[src/rtl/noc_pkg.sv]
// Shared NoC router definitions: port indexing and the 3-bit port address
// encoding also used by the flow control unit's request address fields.
package noc_pkg;

    localparam int unsigned NUM_PORTS  = 5;

    localparam int unsigned PORT_NORTH = 0;
    localparam int unsigned PORT_SOUTH = 1;
    localparam int unsigned PORT_EAST  = 2;
    localparam int unsigned PORT_WEST  = 3;
    localparam int unsigned PORT_LOCAL = 4;

    typedef enum logic [2:0] {
        ADDR_NORTH = 3'd0,
        ADDR_SOUTH = 3'd1,
        ADDR_EAST  = 3'd2,
        ADDR_WEST  = 3'd3,
        ADDR_LOCAL = 3'd4
    } port_addr_t;

    function automatic port_addr_t port_addr(input int unsigned idx);
        return port_addr_t'(idx[2:0]);
    endfunction

endpackage

[src/rtl/credit_cnt_port.sv]
// Single-port credit counter: saturating up/down count of free downstream
// FIFO slots with sticky overflow/underflow flags.
module credit_cnt_port #(
    parameter int unsigned BUF_DEPTH = 4,
    parameter int unsigned CW        = $clog2(BUF_DEPTH + 1)
) (
    input  logic          clk,
    input  logic          rst_n,
    input  logic          i_flit_sent,
    input  logic          i_credit_ret,
    output logic [CW-1:0] o_cnt,
    output logic          o_credit_en,
    output logic          o_ovf_err,
    output logic          o_udf_err
);

    localparam logic [CW-1:0] FULL = CW'(BUF_DEPTH);

    logic [CW-1:0] r_cnt;
    logic          r_ovf_err;
    logic          r_udf_err;

    always_ff @(posedge clk or negedge rst_n) begin
        if (!rst_n) begin
            r_cnt     <= FULL;
            r_ovf_err <= 1'b0;
            r_udf_err <= 1'b0;
        end else begin
            // Simultaneous send and return cancel out at any count.
            case ({i_flit_sent, i_credit_ret})
                2'b10: begin
                    if (r_cnt == '0) r_udf_err <= 1'b1;
                    else             r_cnt     <= r_cnt - 1'b1;
                end
                2'b01: begin
                    if (r_cnt == FULL) r_ovf_err <= 1'b1;
                    else               r_cnt     <= r_cnt + 1'b1;
                end
                default: ;
            endcase
        end
    end

    assign o_cnt       = r_cnt;
    assign o_credit_en = (r_cnt != '0);
    assign o_ovf_err   = r_ovf_err;
    assign o_udf_err   = r_udf_err;

endmodule

[src/rtl/noc_credit_tracker.sv]
// Five-port credit counter bank feeding the router's flow control unit;
// maps the named direction ports onto index-ordered counter instances.
module noc_credit_tracker
    import noc_pkg::*;
#(
    parameter  int unsigned BUF_DEPTH = 4,
    localparam int unsigned CW        = $clog2(BUF_DEPTH + 1)
) (
    input  logic                  clk,
    input  logic                  rst_n,
    input  logic                  flit_sent_north,
    input  logic                  flit_sent_south,
    input  logic                  flit_sent_east,
    input  logic                  flit_sent_west,
    input  logic                  flit_sent_local,
    input  logic                  credit_ret_north,
    input  logic                  credit_ret_south,
    input  logic                  credit_ret_east,
    input  logic                  credit_ret_west,
    input  logic                  credit_ret_local,
    output logic                  credit_en_north,
    output logic                  credit_en_south,
    output logic                  credit_en_east,
    output logic                  credit_en_west,
    output logic                  credit_en_local,
    output logic [5*CW-1:0]       credit_cnt_o,
    output logic [NUM_PORTS-1:0]  ovf_err_o,
    output logic [NUM_PORTS-1:0]  udf_err_o
);

    logic [NUM_PORTS-1:0] w_sent;
    logic [NUM_PORTS-1:0] w_ret;
    logic [NUM_PORTS-1:0] w_en;

    assign w_sent[PORT_NORTH] = flit_sent_north;
    assign w_sent[PORT_SOUTH] = flit_sent_south;
    assign w_sent[PORT_EAST]  = flit_sent_east;
    assign w_sent[PORT_WEST]  = flit_sent_west;
    assign w_sent[PORT_LOCAL] = flit_sent_local;

    assign w_ret[PORT_NORTH]  = credit_ret_north;
    assign w_ret[PORT_SOUTH]  = credit_ret_south;
    assign w_ret[PORT_EAST]   = credit_ret_east;
    assign w_ret[PORT_WEST]   = credit_ret_west;
    assign w_ret[PORT_LOCAL]  = credit_ret_local;

    for (genvar p = 0; p < NUM_PORTS; p++) begin : g_port
        credit_cnt_port #(
            .BUF_DEPTH (BUF_DEPTH),
            .CW        (CW)
        ) u_cnt (
            .clk          (clk),
            .rst_n        (rst_n),
            .i_flit_sent  (w_sent[p]),
            .i_credit_ret (w_ret[p]),
            .o_cnt        (credit_cnt_o[p*CW +: CW]),
            .o_credit_en  (w_en[p]),
            .o_ovf_err    (ovf_err_o[p]),
            .o_udf_err    (udf_err_o[p])
        );
    end

    assign credit_en_north = w_en[PORT_NORTH];
    assign credit_en_south = w_en[PORT_SOUTH];
    assign credit_en_east  = w_en[PORT_EAST];
    assign credit_en_west  = w_en[PORT_WEST];
    assign credit_en_local = w_en[PORT_LOCAL];

endmodule

[config.mk]
export PLATFORM = sky130hd
export DESIGN_NAME = noc_credit_tracker
export DESIGN_NICKNAME = d
export VERILOG_FILES = /design/src/rtl/noc_pkg.sv /design/src/rtl/credit_cnt_port.sv /design/src/rtl/noc_credit_tracker.sv
export SDC_FILE = /design/constraint.sdc
export NUM_CORES = 1
export LEC_CHECK = 0
export BUFFER_PORTS_ARGS = -buffer_cell sky130_fd_sc_hd__buf_4
export CORE_MARGIN = 3
export CORE_UTILIZATION = 24
export DETAILED_ROUTE_END_ITERATION = 10
export GPL_ROUTABILITY_DRIVEN = 0
export SLEW_MARGIN = 30
export SYNTH_ARGS = -nofsm -noshare
export SYNTH_HDL_FRONTEND = slang
export SYNTH_HIERARCHICAL = 1
export SYNTH_SLANG_ARGS = --single-unit
[constraint.sdc]
create_clock -name clk -period 1.87 [get_ports clk]
set_input_delay 0.187 -clock clk [delete_from_list [all_inputs] [get_ports clk]]
set_output_delay 0.187 -clock clk [all_outputs]
set_load 0.02 [all_outputs]
[Yosys cells after proc, flatten, opt, wreduce, memory -nomap -nowiden]
Cells that the tools add are included.
Storage, ports and cells
  word-level logic and storage cells: 95
  register bits: 25
  input bits: 12
  output and inout port bits: 30
Cells by class
  $add $sub $neg: 10
  reductions and logical operators: 30
  eq/ne operators: 25
  mux-type cells: 15
Operators with widths (count)
  3-bit 2-to-1 mux: 10
  3-bit case mux with 2 select lines: 5
  2-bit inequality test (second input constant): 10
  2-bit AND reduction: 10
  3-bit by 1-bit adder with 3-bit output (second input constant): 5
  3-bit == test (second input constant): 5
  3-bit logical NOT: 5
  3-bit AND reduction: 5
  3-bit nonzero test: 5
  3-bit by 1-bit subtractor with 3-bit output (second input constant): 5
  2-bit by 1-bit == test with 1-bit output (second input constant): 5
  2-bit == test (second input constant): 5
  2-bit nonzero test: 5

[Longest topological paths before layout]
  depth after elaboration: 3
  gate-level depth with buffers: 6

[By module]
The synthesis kept the hierarchy.
By module, submodules not included
  credit_cnt_port (g_port[0].u_cnt ...): area an instance 289.0 um^2, sequential area each 126.4 um^2, cells each 26, times used 4
  credit_cnt_port (g_port[3].u_cnt): area an instance 286.5 um^2, sequential area each 126.4 um^2, cells each 27, times used 1

[Least setup slack after synthesis]
OpenSTA, ideal clock, no wires.
  path type: register to register
  start: register g_port[3].u_cnt.r_cnt[0]
  end: register g_port[3].u_cnt.r_cnt[2]
  required time: 1.797 ns
  data arrival time: 1.552 ns
  library setup time: 0.073 ns
  cell stages (with the launch flop): 5
  slack: 0.245 ns
  path buffers: 0
  path through: dfrtp_1 > fa_1 > or2_0 > o311ai_1 > a21boi_1
On the way
  longest elaborated chain between the ends: 3
  elaborated cells on any way between the ends: 10
  classes of those cells: add/sub (2); eq/ne (3); mux (3); reduce/logical (2)
Ends and longest elaborated chain
  start: declaration: line credit_cnt_port.sv:19  | logic [CW-1:0] r_cnt;
  start signal: assignment: line credit_cnt_port.sv:33  | else r_cnt <= r_cnt - 1'b1;
  start signal: assignment: line credit_cnt_port.sv:37  | else r_cnt <= r_cnt + 1'b1;
  3-bit by 1-bit adder with 3-bit output, or another cell as far along: line credit_cnt_port.sv:37
  3-bit 2-to-1 mux, or another cell as far along: line credit_cnt_port.sv:36  | if (r_cnt == FULL) r_ovf_err <= 1'b1;
  3-bit case mux with 2 select lines / 3-bit AND reduction (equally long branches)
Parallel ways exist; a longest one is shown, timed or not. The select of a mux whose other input is x is not followed.
A chain may end at the register's enable or synchronous reset.

[Final worst setup path]
  start: register g_port[3].u_cnt.r_cnt[1]
  end: register g_port[3].u_cnt.r_cnt[2]
The elaborated chain is that of the path after synthesis.

==> results by group <==
Status
  • Status: completed

Synth
  • Distinct cells, synth: 30
  • Synth Area in Simple Gates: 14.8%
  • Post-Synth XOR/XNOR Area: under 10%
  • Synthesized Nets: 148
  • Sequential area share after synthesis: 43.8%
  • Post-synth EDFFs: 0
  • Post-synth top area share: a little over a third
  • Post-Syn Area: roughly 1400 um^2
  • Fraction of registers with async set/reset: 100%
  • Yosys reg bits: 25
  • Post-synth top cells: dfrtp_1, a21oi_1, or3_1
  • Most common cell in the netlist: dfrtp_1
  • Top FF cell, synth: dfrtp_1
  • Post-Syn Instances: 131
  • Mux contribution to synthesized area: about 4.2%
  • Adder-Cell Fraction of Synth Area: 6.94%
  • Largest family of logic cells by synthesized area: compound AO/OA/AOI/OAI gates
  • Yosys warnings: 6
  • Compound-Gate Fraction of Synth Area: around 21%
  • Synth Area per Inst: 11.0 um^2
  • Synth area leaders: dfrtp_1, dfstp_2, fa_1, mux2i_1, nand2b_4
  • Largest area contributor in the netlist: dfrtp_1

CTS
  • Clk slew on worst S/H paths: about 0.090 ns
  • Max Root-Sink Buffers: 2
  • Post-CTS Setup Repair Bufs: 0
  • Clock latency on the worst-skew pair: around 0.27 ns
  • TritonCTS Buffers: 3
  • Clk root buf: clkbuf_8
  • TritonCTS clock tree: yes
  • Clock sink total: 25
  • H-tree lvl count: 1

Floorplanning
  • Num rows: 27
  • Initial Util: 25.4%
  • I/O pin count: between 40 and 50
  • Die Wd: roughly 84 um
  • Core area: 5680 um^2
  • Total die area: 6980 um^2
  • Die Y: roughly 84 um

Min path
  • Worst hold path depth: 2
  • Worst hold path class: in2reg
  • Hold Path End: g_port[3].u_cnt/o_udf_err
  • Hold Crit Start: credit_ret_west

STA
  • Hold_ws: 0.154 ns
  • Max-slew violations: 0
  • RSZ-0062 raised after global routing: false
  • Total negative slack: 0 ns
  • Setup Viol. Count Final: 0
  • Setup Skew: 0.00360 ns
  • Worst slew pin tran: 0.340 ns
  • Post-layout min period: 1.61 ns
  • Fin crit share: approximately 86%
  • Worst slew margin: 77.3%
  • Final hold violations: 0
  • Highest clock rate: a little over 600 MHz

Worst setup path
  • WP data required: 2.07 ns
  • Crit Path Class: reg2reg
  • Cell breakdown of the critical path: fa_1 > or2_0 > o311ai_1 > a21boi_1
  • R2R Setup Slk: 0.26 ns
  • Slowest cell on crit path: dfrtp_1
  • Worst R2R End: g_port[3].u_cnt/o_cnt[2]
  • Cells on worst reg2reg path: 4
  • Crit start category: flop
  • Worst R2R Start: g_port[3].u_cnt/o_cnt[1]
  • Max incr delay on CP: 0.46 ns
  • CP arrival: 1.81 ns
  • Crit path max fanout: 6
  • CP Capture Type: flop

Placed design
  • Hpwl dp: 2290 um
  • PortBufs: 41

Layout
  • NumNets Final: about 200
  • Layout cells sized above 1: 38.2%
  • Area growth from synthesis to layout: 31.7%
  • Ant diodes: 0

GRT
  • Total GRT Usage: between 9 and 10%
  • Largest net degree at the start of global routing: 26
  • GRT Max-Usage Layer: met2
  • Met3 GRT Util: 1.78%
  • GR Layer Usage met1: 12.5%
  • Initial antenna violation count: 0
  • Met2 GRT Util: 14.1%
  • GRT overflow: 0
  • Global-route wire length before repair: 5320 um
  • Number of global-route vias before repair: 1,131

Detailed routing
  • DRT iter0 DRCs: 17
  • DRC Markers: 0
  • Vias/cell: 4.50
  • TritonRoute pass-1 iters: 4
  • Final wirelength: 3020 um
  • WL per Instance: 12.1 um
  • Detailed-route via count: 1,125
  • Final ANT Viol Nets: 0

Flow run
  • Max-Cap Viols: 0

Power and ir drop
  • VDD IR max: ~0.60 mV
  • Pwr dens: 1650 nW/um^2
  • Pleak: 0.820 nW
  • Power, Total: approximately 0.0031 W
through the flow:
| stage | setup slack (ns) | util (%) | std cells | cell area [um^2] |
|---|---|---|---|---|
| floorplan | 0.245 | - | 131 | 1440 |
| global placement | 0.215 | 32.5 | 245 | 1840 |
| detailed placement | 0.190 | 32.5 | 245 | 1840 |
| CTS | 0.225 | 33.5 | 250 | 1900 |
| global route | 0.136 | 33.5 | 250 | 1900 |
| finish | 0.262 | 33.5 | 250 | 1900 |
final cells by class:
| type | instances | area, um^2 |
|---|---|---|
| clock buffer | 4 | 45.0 |
| fill | 587 | 3780 |
| inverter | 11 | 41.3 |
| multi-input combinational | 94 | 758 |
| sequential | 25 | 632 |
| tap | 72 | 90.1 |
| timing repair buffer | 44 | 333 |
worst max-delay path by stage:
| stage | cells past startpoint | to | start |
|---|---|---|---|
| 2_1_floorplan | 4 | g_port[3].u_cnt/o_cnt[2] | g_port[3].u_cnt/o_cnt[0] |
| 3_3_place_gp | 6 | g_port[0].u_cnt/o_cnt[2] | flit_sent_north |
| 3_5_place_dp | 6 | g_port[0].u_cnt/o_cnt[2] | flit_sent_north |
| 4_1_cts | 4 | g_port[3].u_cnt/o_cnt[2] | g_port[3].u_cnt/o_cnt[1] |
| 5_1_grt | 4 | g_port[3].u_cnt/o_cnt[2] | g_port[3].u_cnt/o_cnt[1] |
| 6_report | 4 | g_port[3].u_cnt/o_cnt[2] | g_port[3].u_cnt/o_cnt[1] |
kinds of logic after synthesis:
kind of cell / after synthesis
XOR/XNOR: 10
adder cells (fa/ha/maj): 5
AO/OA/AOI/OAI: 42
flip-flops: 25
multiplexers: 6
AND/OR/NAND/NOR: 31
buffers and inverters: 12
repair_timing:
action	4_1_cts	5_1_grt
endpoints found under the setup margin	0	0
hold buffers	1	0
resized for setup	0	0
endpoints found under the hold margin	20	0
state kept, by name, summed over array words and instances (netlist names):
| register | count |
|---|---|
| g_port.u_cnt/o_udf_err | 5 |
| g_port.u_cnt/o_ovf_err | 5 |
| g_port.u_cnt/o_cnt | 15 |
worst max-delay path, delay by kind of cell, from the launching register on:
family / cells / cell delay [ns]
flops: 1 / 0.46
fa+ha+maj: 1 / 0.43
simple gates: 1 / 0.25
compound gates: 2 / 0.41
report_power, final:
part | switching, W | total, W | leakage [nW] | internal, W
sequential | 0.000320 | 0.00113 | 0.269 | 0.000809
combinational | 0.000896 | 0.00169 | 0.528 | 0.000790
clock | 0.000171 | 0.000323 | 0.0228 | 0.000152
total | 0.00139 | 0.00314 | 0.820 | 0.00175
cells in the final DEF (no fill, tap or decap), drive strengths merged, types with 4 or more instances in the layout:
master,n
a22oi,4
and2b,4
clkbuf,4
a31o,4
o22ai,5
mux2i,6
o21ai,9
nand3,4
dfstp,5
inv,11
o21bai,4
a22o,4
a21oi,8
xnor2,4
fa,5
or3,8
buf,43
nand2b,4
nor2,6
dfrtp,20
xor2,6
metal layers:
metal | up-vias | routed length (um)
li1 | 566 | -
met1 | 527 | 1440
met2 | 30 | 1410
met3 | 2 | 144
met4 | 0 | 15
met5 | - | 0
(Power assumes the default switching activity.)
